`src/rtl/gemm_tile_sequencer_pkg.sv`:
```
// Shared configuration for the gemm tile sequencer: array geometry, gemm
// register map, DIM register layout, FSM state encoding and a small
// shift-add scaling helper used once per job to form accumulator steps.
package gemm_tile_sequencer_pkg;

  localparam int SUPER_SYS_ROWS = 16;
  localparam int SUPER_SYS_COLS = 16;

  localparam logic [31:0] GEMM_BASE_ADDR = 32'h9000_0000;

  // gemm MMIO register offsets
  localparam logic [31:0] OFF_A_ADDR   = 32'd0;
  localparam logic [31:0] OFF_B_ADDR   = 32'd4;
  localparam logic [31:0] OFF_C_ADDR   = 32'd8;
  localparam logic [31:0] OFF_A_STRIDE = 32'd12;
  localparam logic [31:0] OFF_B_STRIDE = 32'd16;
  localparam logic [31:0] OFF_CTRL     = 32'd20;
  localparam logic [31:0] OFF_DIM      = 32'd24;

  // DIM register: msize in [4:0], ksize in [9:5], nsize in [14:10]
  typedef struct packed {
    logic [4:0] nsize;
    logic [4:0] ksize;
    logic [4:0] msize;
  } gemm_dim_t;

  typedef enum logic [3:0] {
    S_IDLE,
    S_W_ASTR,
    S_W_BSTR,
    S_W_AADR,
    S_W_BADR,
    S_W_CADR,
    S_W_CTRL,
    S_W_DIM,
    S_P_FULL,
    S_ADV,
    S_P_DONE,
    S_FIN
  } seq_state_t;

  // v * f for a small factor f, built from shifted copies of v. Only used
  // when a job is captured, so the per-tile datapath stays adders only.
  function automatic logic [31:0] scale_small(input logic [31:0] v,
                                              input logic [7:0]  f);
    logic [31:0] acc;
    acc = '0;
    for (int i = 0; i < 8; i++) begin
      if (f[i]) acc = acc + (v << i);
    end
    return acc;
  endfunction

endpackage

```
`src/rtl/gemm_tile_sequencer_if.sv`:
```
// System bus seen from the sequencer (master) and from gemm / the bus fabric
// (slave). Read data returns one cycle after the read request.
interface gemm_tile_sequencer_if;
  logic        bus_en;
  logic        bus_rdwr;
  logic [31:0] bus_addr;
  logic [31:0] bus_wr_data;
  logic [31:0] bus_rd_data;

  modport master (output bus_en, output bus_rdwr, output bus_addr,
                  output bus_wr_data, input bus_rd_data);
  modport slave  (input bus_en, input bus_rdwr, input bus_addr,
                  input bus_wr_data, output bus_rd_data);
endinterface

```
`src/rtl/gemm_tile_sequencer_iter.sv`:
```
// Tile walker: n-outer / m-middle / k-inner counters with running address
// accumulators. Every per-tile address is a register or one adder away; the
// only scaled values (step sizes, B row offsets) are formed once on init.
// BLK_K must be a power of two so the last-k remainder is a bit mask.
module gemm_tile_iter
  import gemm_tile_sequencer_pkg::*;
#(
  parameter int BLK_N = SUPER_SYS_ROWS,
  parameter int BLK_K = SUPER_SYS_COLS,
  parameter int BLK_M = 16,
  parameter int DIM_W = 16
) (
  input  logic             clk,
  input  logic             rst,
  input  logic             init_i,
  input  logic             step_i,
  input  logic [DIM_W-1:0] dim_m_i,
  input  logic [DIM_W-1:0] dim_k_i,
  input  logic [DIM_W-1:0] dim_n_i,
  input  logic [31:0]      a_addr_i,
  input  logic [31:0]      b_addr_i,
  input  logic [31:0]      c_addr_i,
  output logic [4:0]       msize_o,
  output logic [4:0]       ksize_o,
  output logic [4:0]       nsize_o,
  output logic             first_o,
  output logic             last_o,
  output logic [31:0]      a_tile_o,
  output logic [31:0]      b_tile_o,
  output logic [31:0]      c_tile_o,
  output logic [31:0]      k_stride_o,
  output logic [31:0]      n_stride_o,
  output logic             last_tile_o
);

  localparam logic [DIM_W:0] BK = (DIM_W+1)'(BLK_K);
  localparam logic [DIM_W:0] BM = (DIM_W+1)'(BLK_M);
  localparam logic [DIM_W:0] BN = (DIM_W+1)'(BLK_N);

  logic [DIM_W-1:0] dim_m_q, dim_k_q, dim_n_q;
  logic [DIM_W-1:0] k_q, m_q, n_q;
  logic [31:0]      a_base_q, a_m_q, a_k_q;   // a, a+m*K, a+m*K+k
  logic [31:0]      b_n_q, b_k_q;             // b+n, b+k*N+n
  logic [31:0]      c_n_q, c_m_q;             // c+n, c+m*N+n
  logic [31:0]      step_am_q, step_cm_q, step_bk_q;
  logic [31:0]      b_full_q, b_tail_q;       // (ksize-1)*N for full / last k tile

  logic             last_k, last_m, last_n;
  logic [DIM_W-1:0] k_rem;

  assign last_k = ({1'b0, k_q} + BK) >= {1'b0, dim_k_q};
  assign last_m = ({1'b0, m_q} + BM) >= {1'b0, dim_m_q};
  assign last_n = ({1'b0, n_q} + BN) >= {1'b0, dim_n_q};
  assign k_rem  = (dim_k_i - DIM_W'(1)) & DIM_W'(BLK_K - 1);

  assign ksize_o     = last_k ? 5'(dim_k_q - k_q) : 5'(BLK_K);
  assign msize_o     = last_m ? 5'(dim_m_q - m_q) : 5'(BLK_M);
  assign nsize_o     = last_n ? 5'(dim_n_q - n_q) : 5'(BLK_N);
  assign first_o     = (k_q == '0);
  assign last_o      = last_k;
  assign a_tile_o    = a_k_q;
  assign b_tile_o    = b_k_q + (last_k ? b_tail_q : b_full_q);
  assign c_tile_o    = c_m_q;
  assign k_stride_o  = 32'(dim_k_q);
  assign n_stride_o  = 32'(dim_n_q);
  assign last_tile_o = last_k & last_m & last_n;

  // Capture the job on init, then advance k, m, n and their accumulators per step.
  // NOTE: clocked state uses non-blocking (<=) so every register samples the
  // pre-edge values of its neighbours regardless of statement order.
  always_ff @(posedge clk or posedge rst) begin
    if (rst) begin
      dim_m_q   <= '0;
      dim_k_q   <= '0;
      dim_n_q   <= '0;
      k_q       <= '0;
      m_q       <= '0;
      n_q       <= '0;
      a_base_q  <= '0;
      a_m_q     <= '0;
      a_k_q     <= '0;
      b_n_q     <= '0;
      b_k_q     <= '0;
      c_n_q     <= '0;
      c_m_q     <= '0;
      step_am_q <= '0;
      step_cm_q <= '0;
      step_bk_q <= '0;
      b_full_q  <= '0;
      b_tail_q  <= '0;
    end else if (init_i) begin
      dim_m_q   <= dim_m_i;
      dim_k_q   <= dim_k_i;
      dim_n_q   <= dim_n_i;
      k_q       <= '0;
      m_q       <= '0;
      n_q       <= '0;
      a_base_q  <= a_addr_i;
      a_m_q     <= a_addr_i;
      a_k_q     <= a_addr_i;
      b_n_q     <= b_addr_i;
      b_k_q     <= b_addr_i;
      c_n_q     <= c_addr_i;
      c_m_q     <= c_addr_i;
      step_am_q <= scale_small(32'(dim_k_i), 8'(BLK_M));
      step_cm_q <= scale_small(32'(dim_n_i), 8'(BLK_M));
      step_bk_q <= scale_small(32'(dim_n_i), 8'(BLK_K));
      b_full_q  <= scale_small(32'(dim_n_i), 8'(BLK_K - 1));
      b_tail_q  <= scale_small(32'(dim_n_i), 8'(k_rem));
    end else if (step_i) begin
      if (!last_k) begin
        k_q   <= k_q + DIM_W'(BLK_K);
        a_k_q <= a_k_q + 32'(BLK_K);
        b_k_q <= b_k_q + step_bk_q;
      end else begin
        k_q <= '0;
        if (!last_m) begin
          m_q   <= m_q + DIM_W'(BLK_M);
          a_m_q <= a_m_q + step_am_q;
          a_k_q <= a_m_q + step_am_q;
          b_k_q <= b_n_q;
          c_m_q <= c_m_q + step_cm_q;
        end else begin
          m_q   <= '0;
          n_q   <= n_q + DIM_W'(BLK_N);
          a_m_q <= a_base_q;
          a_k_q <= a_base_q;
          b_n_q <= b_n_q + 32'(BLK_N);
          b_k_q <= b_n_q + 32'(BLK_N);
          c_n_q <= c_n_q + 32'(BLK_N);
          c_m_q <= c_n_q + 32'(BLK_N);
        end
      end
    end
  end

endmodule

```
`src/rtl/gemm_tile_sequencer.sv`:
```
// Hardware tile scheduler in front of gemm: for each tile it writes the seven
// gemm registers, polls until gemm's queue has room, and after the last tile
// polls DIM until gemm reports the job complete.
module gemm_tile_sequencer
  import gemm_tile_sequencer_pkg::*;
#(
  parameter logic [31:0] BASE_ADDR = GEMM_BASE_ADDR,
  parameter int          BLK_N     = SUPER_SYS_ROWS,
  parameter int          BLK_K     = SUPER_SYS_COLS,
  parameter int          BLK_M     = 16,
  parameter int          DIM_W     = 16
) (
  input  logic             clk,
  input  logic             rst,
  input  logic             start_i,
  input  logic [DIM_W-1:0] dim_m_i,
  input  logic [DIM_W-1:0] dim_k_i,
  input  logic [DIM_W-1:0] dim_n_i,
  input  logic [31:0]      a_addr_i,
  input  logic [31:0]      b_addr_i,
  input  logic [31:0]      c_addr_i,
  output logic             busy_o,
  output logic             done_o,
  gemm_tile_sequencer_if.master bus
);

  seq_state_t  state_q, state_d;
  logic        rd_pend_q;     // a read has been outstanding for at least one cycle
  logic        iter_init, iter_step;
  logic        rd_bit, unused_rd;
  logic        any_zero;

  logic [4:0]  msize, ksize, nsize;
  logic        first, last, last_tile;
  logic [31:0] a_tile, b_tile, c_tile, k_stride, n_stride;
  gemm_dim_t   dim_word;

  logic        bus_en_c, bus_rdwr_c;
  logic [31:0] bus_addr_c, bus_wr_data_c;

  assign rd_bit    = bus.bus_rd_data[0];
  assign unused_rd = ^bus.bus_rd_data[31:1];
  assign any_zero  = (dim_m_i == '0) || (dim_k_i == '0) || (dim_n_i == '0);
  assign iter_init = (state_q == S_IDLE) && start_i;
  assign iter_step = (state_q == S_ADV) && !last_tile;

  assign dim_word.msize = msize;
  assign dim_word.ksize = ksize;
  assign dim_word.nsize = nsize;

  gemm_tile_iter #(
    .BLK_N (BLK_N),
    .BLK_K (BLK_K),
    .BLK_M (BLK_M),
    .DIM_W (DIM_W)
  ) u_iter (
    .clk         (clk),
    .rst         (rst),
    .init_i      (iter_init),
    .step_i      (iter_step),
    .dim_m_i     (dim_m_i),
    .dim_k_i     (dim_k_i),
    .dim_n_i     (dim_n_i),
    .a_addr_i    (a_addr_i),
    .b_addr_i    (b_addr_i),
    .c_addr_i    (c_addr_i),
    .msize_o     (msize),
    .ksize_o     (ksize),
    .nsize_o     (nsize),
    .first_o     (first),
    .last_o      (last),
    .a_tile_o    (a_tile),
    .b_tile_o    (b_tile),
    .c_tile_o    (c_tile),
    .k_stride_o  (k_stride),
    .n_stride_o  (n_stride),
    .last_tile_o (last_tile)
  );

  // State register and read-pending flag.
  always_ff @(posedge clk or posedge rst) begin
    if (rst) begin
      state_q   <= S_IDLE;
      rd_pend_q <= 1'b0;
    end else begin
      state_q   <= state_d;
      rd_pend_q <= ((state_q == S_P_FULL) || (state_q == S_P_DONE)) && (state_d == state_q);
    end
  end

  // Next state and bus/status outputs decoded from the current state.
  // NOTE: every output gets a default before the case so no path leaves one
  // unassigned, which would otherwise infer a latch.
  always_comb begin
    state_d       = state_q;
    bus_en_c      = 1'b0;
    bus_rdwr_c    = 1'b0;
    bus_addr_c    = '0;
    bus_wr_data_c = '0;
    busy_o        = (state_q != S_IDLE) && (state_q != S_FIN);
    done_o        = (state_q == S_FIN);
    case (state_q)
      S_IDLE: if (start_i) state_d = any_zero ? S_FIN : S_W_ASTR;
      S_W_ASTR: begin
        bus_en_c = 1'b1; bus_rdwr_c = 1'b1;
        bus_addr_c = BASE_ADDR + OFF_A_STRIDE; bus_wr_data_c = k_stride;
        state_d = S_W_BSTR;
      end
      S_W_BSTR: begin
        bus_en_c = 1'b1; bus_rdwr_c = 1'b1;
        bus_addr_c = BASE_ADDR + OFF_B_STRIDE; bus_wr_data_c = n_stride;
        state_d = S_W_AADR;
      end
      S_W_AADR: begin
        bus_en_c = 1'b1; bus_rdwr_c = 1'b1;
        bus_addr_c = BASE_ADDR + OFF_A_ADDR; bus_wr_data_c = a_tile;
        state_d = S_W_BADR;
      end
      S_W_BADR: begin
        bus_en_c = 1'b1; bus_rdwr_c = 1'b1;
        bus_addr_c = BASE_ADDR + OFF_B_ADDR; bus_wr_data_c = b_tile;
        state_d = S_W_CADR;
      end
      S_W_CADR: begin
        bus_en_c = 1'b1; bus_rdwr_c = 1'b1;
        bus_addr_c = BASE_ADDR + OFF_C_ADDR; bus_wr_data_c = c_tile;
        state_d = S_W_CTRL;
      end
      S_W_CTRL: begin
        bus_en_c = 1'b1; bus_rdwr_c = 1'b1;
        bus_addr_c = BASE_ADDR + OFF_CTRL; bus_wr_data_c = {30'b0, first, last};
        state_d = S_W_DIM;
      end
      S_W_DIM: begin
        bus_en_c = 1'b1; bus_rdwr_c = 1'b1;
        bus_addr_c = BASE_ADDR + OFF_DIM; bus_wr_data_c = 32'(dim_word);
        state_d = S_P_FULL;
      end
      S_P_FULL: begin
        bus_en_c = 1'b1;
        bus_addr_c = BASE_ADDR + OFF_A_ADDR;
        if (rd_pend_q && !rd_bit) state_d = S_ADV;
      end
      S_ADV: state_d = last_tile ? S_P_DONE : S_W_ASTR;
      S_P_DONE: begin
        bus_en_c = 1'b1;
        bus_addr_c = BASE_ADDR + OFF_DIM;
        if (rd_pend_q && rd_bit) state_d = S_FIN;
      end
      S_FIN: state_d = S_IDLE;
      default: state_d = S_IDLE;
    endcase
  end

  assign bus.bus_en      = bus_en_c;
  assign bus.bus_rdwr    = bus_rdwr_c;
  assign bus.bus_addr    = bus_addr_c;
  assign bus.bus_wr_data = bus_wr_data_c;

endmodule
```
`src/flat_wrapper.sv`:
```
// flat-port wrapper written by rule: the top's interface ports become plain ports
module gemm_tile_sequencer_flat import gemm_tile_sequencer_pkg::*;
#(
  parameter logic [31:0] BASE_ADDR = GEMM_BASE_ADDR,
  parameter int          BLK_N     = SUPER_SYS_ROWS,
  parameter int          BLK_K     = SUPER_SYS_COLS,
  parameter int          BLK_M     = 16,
  parameter int          DIM_W     = 16
)
  (clk, rst, start_i, dim_m_i, dim_k_i, dim_n_i, a_addr_i, b_addr_i, c_addr_i, busy_o, done_o, bus_bus_en, bus_bus_rdwr, bus_bus_addr, bus_bus_wr_data, bus_bus_rd_data);
  gemm_tile_sequencer_if bus_i ();
  input  logic clk;
  input  logic rst;
  input  logic start_i;
  input  logic [DIM_W-1:0] dim_m_i;
  input  logic [DIM_W-1:0] dim_k_i;
  input  logic [DIM_W-1:0] dim_n_i;
  input  logic [31:0] a_addr_i;
  input  logic [31:0] b_addr_i;
  input  logic [31:0] c_addr_i;
  output logic busy_o;
  output logic done_o;
  output wire logic [$bits(bus_i.bus_en)-1:0] bus_bus_en;
  output wire logic [$bits(bus_i.bus_rdwr)-1:0] bus_bus_rdwr;
  output wire logic [$bits(bus_i.bus_addr)-1:0] bus_bus_addr;
  output wire logic [$bits(bus_i.bus_wr_data)-1:0] bus_bus_wr_data;
  input wire logic [$bits(bus_i.bus_rd_data)-1:0] bus_bus_rd_data;
  assign bus_bus_en = bus_i.bus_en;
  assign bus_bus_rdwr = bus_i.bus_rdwr;
  assign bus_bus_addr = bus_i.bus_addr;
  assign bus_bus_wr_data = bus_i.bus_wr_data;
  assign bus_i.bus_rd_data = bus_bus_rd_data;
  gemm_tile_sequencer #(.BASE_ADDR(BASE_ADDR), .BLK_N(BLK_N), .BLK_K(BLK_K), .BLK_M(BLK_M), .DIM_W(DIM_W)) u_core (.clk(clk), .rst(rst), .start_i(start_i), .dim_m_i(dim_m_i), .dim_k_i(dim_k_i), .dim_n_i(dim_n_i), .a_addr_i(a_addr_i), .b_addr_i(b_addr_i), .c_addr_i(c_addr_i), .busy_o(busy_o), .done_o(done_o), .bus(bus_i));
endmodule
```
`config.mk`:
```
export PLATFORM = sky130hd
export DESIGN_NAME = gemm_tile_sequencer_flat
export DESIGN_NICKNAME = d
export VERILOG_FILES = /design/src/rtl/gemm_tile_sequencer_pkg.sv /design/src/rtl/gemm_tile_sequencer_if.sv /design/src/rtl/gemm_tile_sequencer_iter.sv /design/src/rtl/gemm_tile_sequencer.sv /design/src/flat_wrapper.sv
export SDC_FILE = /design/constraint.sdc
export NUM_CORES = 2
export LEC_CHECK = 0
export ABC_AREA = 1
export BUFFER_PORTS_ARGS = -buffer_cell sky130_fd_sc_hd__buf_2
export CAP_MARGIN = 20
export CORE_ASPECT_RATIO = 2
export CORE_UTILIZATION = 30
export CTS_CLUSTER_DIAMETER = 80
export DETAILED_ROUTE_END_ITERATION = 10
export SKIP_LAST_GASP = 1
export SLEW_MARGIN = 40
export SYNTH_ARGS = -nofsm -noshare
export SYNTH_HDL_FRONTEND = slang
export SYNTH_SLANG_ARGS = --single-unit
```
`constraint.sdc`:
```
create_clock -name clk -period 16.7 [get_ports clk]
set_input_delay 3.34 -clock clk [delete_from_list [all_inputs] [get_ports clk]]
set_output_delay 3.34 -clock clk [all_outputs]
set_load 0.01 [all_outputs]
```
---- Word-level counts from Yosys, hierarchy flattened ----
Index checks and enable logic that the tools add are counted.
word-level totals
  memories kept ........................... 0
  output and inout port bits .............. 68
  input port bits ......................... 179
  memory bits (writable) .................. 0
  memory bits (read-only) ................. 0
  bits in latches ......................... 0
  bits in registers ....................... 389
  logic and storage cells ................. 141
operators by class
  div/mod/pow operators ................... 0
  mux-type cells .......................... 57
  $lt $le $gt $ge ......................... 3
  shift operators ......................... 0
  $add $sub $neg .......................... 23
  reduce and logical (&&, ||, !) cells .... 26
  multipliers ............................. 0
  bitwise logic cells ..................... 2
  eq/ne operators ......................... 13
operator list
  kind                                                             count
  32-bit 2-to-1 mux                                                32
  32-bit case mux with 7 select lines                              2
  16-bit 2-to-1 mux                                                12
  32-bit by 20-bit adder with 32-bit output                        3
  32-bit by 5-bit adder with 32-bit output, second input constant  3
  32-bit by 17-bit adder with 32-bit output                        2
  32-bit by 18-bit adder with 32-bit output                        2
  32-bit by 19-bit adder with 32-bit output                        2
  16-bit logical NOT                                               4
  16-bit by 5-bit adder with 17-bit output, second input constant  3
  17-bit by 16-bit >= comparator with 1-bit output                 3
  16-bit by 5-bit adder with 16-bit output, second input constant  3
  4-bit case mux with 11 select lines                              1
  32-bit adder                                                     1
  4-bit 2-to-1 mux                                                 5
  4-bit by 3-bit == test with 1-bit output, second input constant  4
  4-bit == test, second input constant                             4
  5-bit 2-to-1 mux                                                 3
  5-bit subtractor                                                 3
  9-bit OR reduction                                               1
  4-bit by 2-bit == test with 1-bit output, second input constant  2
  7-bit OR reduction                                               1
  1-bit logical AND                                                6
  2-bit nonzero test                                               3
  13 further kinds                                                 19

---- Depth between registers and ports, before layout ----
  depth in word-level cells ............... 11
  depth in mapped cells ................... 38
  gate-level depth less buffers ........... 37

---- By module ----
A second synthesis with hierarchy kept.
second synthesis, totals
  cells, all modules ...................... 5108
  area total of the unflattened synthesis .. 32486.2 um^2
modules (own cells, without submodules)
  module               seq. area each (um^2)  cells each  area each (um^2)  times used
  gemm_tile_iter       8683.3                 4683        30369.1           1
  gemm_tile_sequencer  125.1                  425         2117.0            1

---- Worst setup path after synthesis ----
No wires, ideal clock.
  path type ............................... register -> output
  from .................................... register u_core.u_iter.k_q[6]
  to ...................................... output port bus_bus_wr_data[12]
  cell stages (with the launch flop) ...... 30
  required time ........................... 13.360 ns
  arrival time ............................ 4.437 ns
  buffers on the path ..................... 2
  slack ................................... 8.923 ns
  path through ............................ dfrtp_1 > nand3_1 > nor3_1 > nand2_1 > nor3_1 > nand3_1 > xor2_1 > inv_1 > ha_1 > nand3_2 > nor2_1 > nand3_1 > nand3_4 > clkbuf_1 > clkbuf_1 > nand2_1 > o21ai_0 > ha_1 > inv_1 > fa_1 > inv_1 > nand3_1 > nand2_1 > a21boi_0 > inv_1 > nand2_1 > nand2_1 > a21boi_0 > xor2_1 > o211ai_1
on the way
  longest elaborated chain between the ends .. 5
RTL lines
  element                                           line                             text
  start, declared                                   gemm_tile_sequencer_iter.sv:41   logic [DIM_W-1:0] k_q, m_q, n_q;
  start signal, assigned                            gemm_tile_sequencer_iter.sv:112  k_q <= k_q + DIM_W'(BLK_K);
  16-bit by 5-bit adder with 17-bit output          gemm_tile_sequencer_iter.sv:51   assign last_k = ({1'b0, k_q} + BK) >= {1'b0, dim_k_q};
  17-bit by 16-bit >= comparator with 1-bit output  gemm_tile_sequencer_iter.sv:51
  32-bit 2-to-1 mux                                 gemm_tile_sequencer_iter.sv:62   assign b_tile_o = b_k_q + (last_k ? b_tail_q : b_full_q);
  32-bit adder                                      gemm_tile_sequencer_iter.sv:62
  32-bit case mux with 7 select lines               gemm_tile_sequencer.sv:102       case (state_q)
  end, declared                                     flat_wrapper.sv:26               output wire logic [$bits(bus_i.bus_wr_data)-1:0] bus_bus_wr_data;
Every way passes these cells.

---- Worst setup path in the final report ----
  from .................................... register u_core.u_iter.k_q[6]
  to ...................................... output port bus_bus_wr_data[28]
Same word-level chain as after synthesis.

==> results.md <==
* Outcome: completed
* Crit path buf inv count at 5
* Nets@finish at 5627
* Post-CTS setup buffers at 0
* Gpl congestion at 0.9917
* Worst skew pair latency at 580 ps
* Synthesized area at 0.03261 mm2
* Share of cells above drive strength 1 at 6.735%
* Clock power share at 16.4%
* TNS Setup at 0 ps
* Largest area contributor in the netlist: dfrtp_1
* Critical path arrival at 7220 ps
* Number of synthesized register bits at 352
* Comb pwr share at 57.1%
* Area of the multi-input gates at 0.02086 mm2
* Register area at 0.008808 mm2
* Crit Path Class: flip-flop to output port
* Crit path max-delay family: simple AND/OR/NAND/NOR gates
* Starting DRT DRC Count at 2341
* Most frequent cells in the layout: nand2_1 (1873), inv_1 (547), nand3_1 (437)
* Fmax at 94.70 MHz
* # clock sinks at 352
* Fin cells at 6619
* Chip height at 468.2 um
* Synth Area per Inst at 6.373 um2
* Wirelength per Cell at 20.36 um
* Final HPWL DP at 106.1 mm
* Routed vias at 33940
* Num CTS Buffers at 36
* Synth Instances at 5116
* Power Density at 160.5 mW/mm2
* WL final at 134.8 mm
* DRC Markers at 0
* Static leakage at 18.88 nW
* Post-route ant nets at 0
* Top cells by area, synth: dfrtp_1 (27%), nand2_1 (22%), ha_1 (8.5%), nand3_1 (6.7%), inv_1 (6.3%)
* Setup ws final at 6140 ps
* Crit path top cell by count: nand2_1
* Worst setup EP type: output port
* Die width at 235.1 um
* Drt via density at 5.127
* Worst slew margin at 41.44%
* Synth top area share at 27.02%
* Initial antenna violation count at 5
* Initial Utilization at 30.35%
* Max Slew Vio Count at 0
* Worst path slowest cell: buf_6
* # IOs at 247
* Startpoint types: flip-flop
* Crit path max fanout at 64
* Max-cap violations at 0
* CP Depth at 28
* Min-Delay Path Class: flip-flop to flip-flop
* Int Pwr at 2.793 mW
* Grt total ovfl at 0
* Top_reg_cell synth: dfrtp_1
* Final Cell Area at 0.03604 mm2
* Synth cell types at 56
* Die footprint at 0.1101 mm2
* Register area share after synthesis at 27.02%
* Pwr Total at 5.785 mW
* Minimum clock period at 10560 ps
* Core area at 0.1074 mm2
* # hold bufs at CTS at 0
* Switch share at 51.71%
* Placed instance area at 0.03472 mm2
* Final setup viols at 0
* Finished Core Util at 33.55%
* Worst slew pin tran at 878.4 ps
* Synth warn at 0
* First-pass GRT wire length at 200.0 mm
* VDD IR max at 0.07014 mV
* PostCTS Resize Cnt at 0
* PortBufs at 188
* Worst hold stages at 2
* Final period util at 63.23%
* Crit path required time at 13360 ps
* Worst hold margin at 475.4 ps
* RSZ-0062 raised after global routing: false
* Deepest clock path buffer count at 3
* Flop pwr share at 26.5%
* Pre-CTS setup slack at 6859 ps
* Commonest non-fill, non-tap cell in the layout: nand2_1
* Number of global-route vias before repair at 32770
* Worst-path clk slew at 70 ps
* Largest net degree at the start of global routing at 164
* Post-synth ARST share at 100.0%
* 1st-pass router iterations at 5
* EDFF count, synth at 0
* Root buf cell: clkbuf_16
* Inst Count DP at 6553
* GRT Overall Usage at 24.04%
* Synth-to-layout area growth at 10.53%
* R2R depth at 22
* Filler cells at 11810
* Skew final at 17.50 ps
* Final Hold Violating Endpoints at 0
* CTS tree: done
* Critical path's largest stage delay at 570 ps
* H-tree Lvls at 2
* Psw at 2.991 mW
* Row count at 170
-- synthesized netlist by cell type, types with 3 or more instances --
cell / number
a211oi_1: 6
a21boi_0: 64
a21o_1: 21
a21oi_1: 201
a221oi_1: 14
a31oi_1: 6
a32oi_1: 3
and2_1: 10
buf_1: 8
buf_2: 42
buf_4: 31
buf_6: 17
clkbuf_1: 92
clkinv_1: 5
dfrtp_1: 352
fa_1: 10
ha_1: 222
inv_1: 548
inv_2: 7
nand2_1: 1873
nand2_2: 4
nand3_1: 437
nand3_2: 4
nand3b_1: 28
nand4_1: 71
nor2_1: 325
nor3_1: 69
nor4_1: 14
o2111ai_1: 5
o211ai_1: 31
o21a_1: 9
o21ai_0: 252
o21ai_1: 67
o21ai_2: 22
o21bai_1: 12
o221ai_1: 3
o22ai_1: 23
o31ai_1: 6
or2_2: 21
xnor2_1: 53
xor2_1: 109
-- state kept, by name, summed over array words and instances, names as in the netlist, 16 cells and up --
register and cells:
u_core.u_iter.a_tile_o 32, u_core.u_iter.dim_k_q 16, u_core.u_iter.b_tail_q 20, u_core.u_iter.c_n_q 32
u_core.u_iter.a_m_q 32, u_core.u_iter.b_n_q 32, u_core.u_iter.b_k_q 32, u_core.u_iter.step_bk_q 16
u_core.u_iter.c_tile_o 32, u_core.u_iter.dim_m_q 16, u_core.u_iter.a_base_q 32, u_core.u_iter.b_full_q 19
-- final timing paths --
check	from	endpoint	slack, ps
max in group asynchronous	rst	u_core.u_iter.c_tile_o[9]	11740
min in group asynchronous	rst	u_core.u_iter.b_n_q[25]	2740
setup / recovery	u_core.u_iter.k_q[6]	bus_bus_wr_data[28]	6140
hold / removal	u_core.u_iter.a_base_q[3]	u_core.u_iter.a_base_q[3]	480
setup reg to reg	u_core.u_iter.m_q[4]	u_core.rd_pend_q	10690
hold reg to reg	u_core.u_iter.a_base_q[3]	u_core.u_iter.a_base_q[3]	480
-- area by class of cell --
| class | instances | area share, % |
|---|---|---|
| Antenna cell | 2 | 0.01389 |
| Clock buffer | 42 | 2.649 |
| Clock inverter | 21 | 0.9131 |
| Inverter | 560 | 5.874 |
| Multi-Input combinational cell | 4045 | 57.88 |
| Sequential cell | 352 | 24.44 |
| Tap cell | 1376 | 4.777 |
| Timing Repair Buffer | 221 | 3.451 |
-- kinds of logic after synthesis --
group           synth area share (%)
simple gates                   36.54
compound gates                 13.36
buf+inv                        9.544
flops                          27.02
fa+ha+maj                      9.133
xor+xnor                       4.352
other cells                  0.02303
mux                          0.03070
-- worst reg2reg max path, cell delays in order (launching register included) --
cell     delay, ps
dfrtp_1        370
inv_1           80
nor3_1         500
nand4_1        250
xor2_1         190
inv_1           80
ha_1           270
nand2_1         70
nor3_1         150
nand2_1         80
nand2_1        140
nand2_1         70
buf_4          350
nand2_4        510
buf_4          720
nand3_2        220
nand2_1        150
nand2_4        250
buf_4          400
inv_2          120
buf_4          570
nand3_1        290
nor2_1         130
-- layer usage --
| layer | global-route usage [%] | wire (um) | up-vias |
|---|---|---|---|
| met4 | 16.65 | 10270 | 4 |
| met1 | 26.64 | 52030 | 15840 |
| met2 | 43.45 | 66460 | 1049 |
| met5 | 0 | 16 | - |
| met3 | 1.997 | 5964 | 291 |
| li1 | - | - | 16750 |
-- power by group through the flow --
stage | logic (mW) | registers (mW) | clock network, mW
after CTS | 3.28 | 1.52 | 0.964
after floorplan | 2.34 | 1.36 | 0
after detailed placement | 3.27 | 1.53 | 0
after global placement | 3.24 | 1.53 | 0
after global routing | 3.70 | 1.56 | 0.987
final | 3.30 | 1.53 | 0.947
No activity file was read; power rests on OpenSTA's default activity.
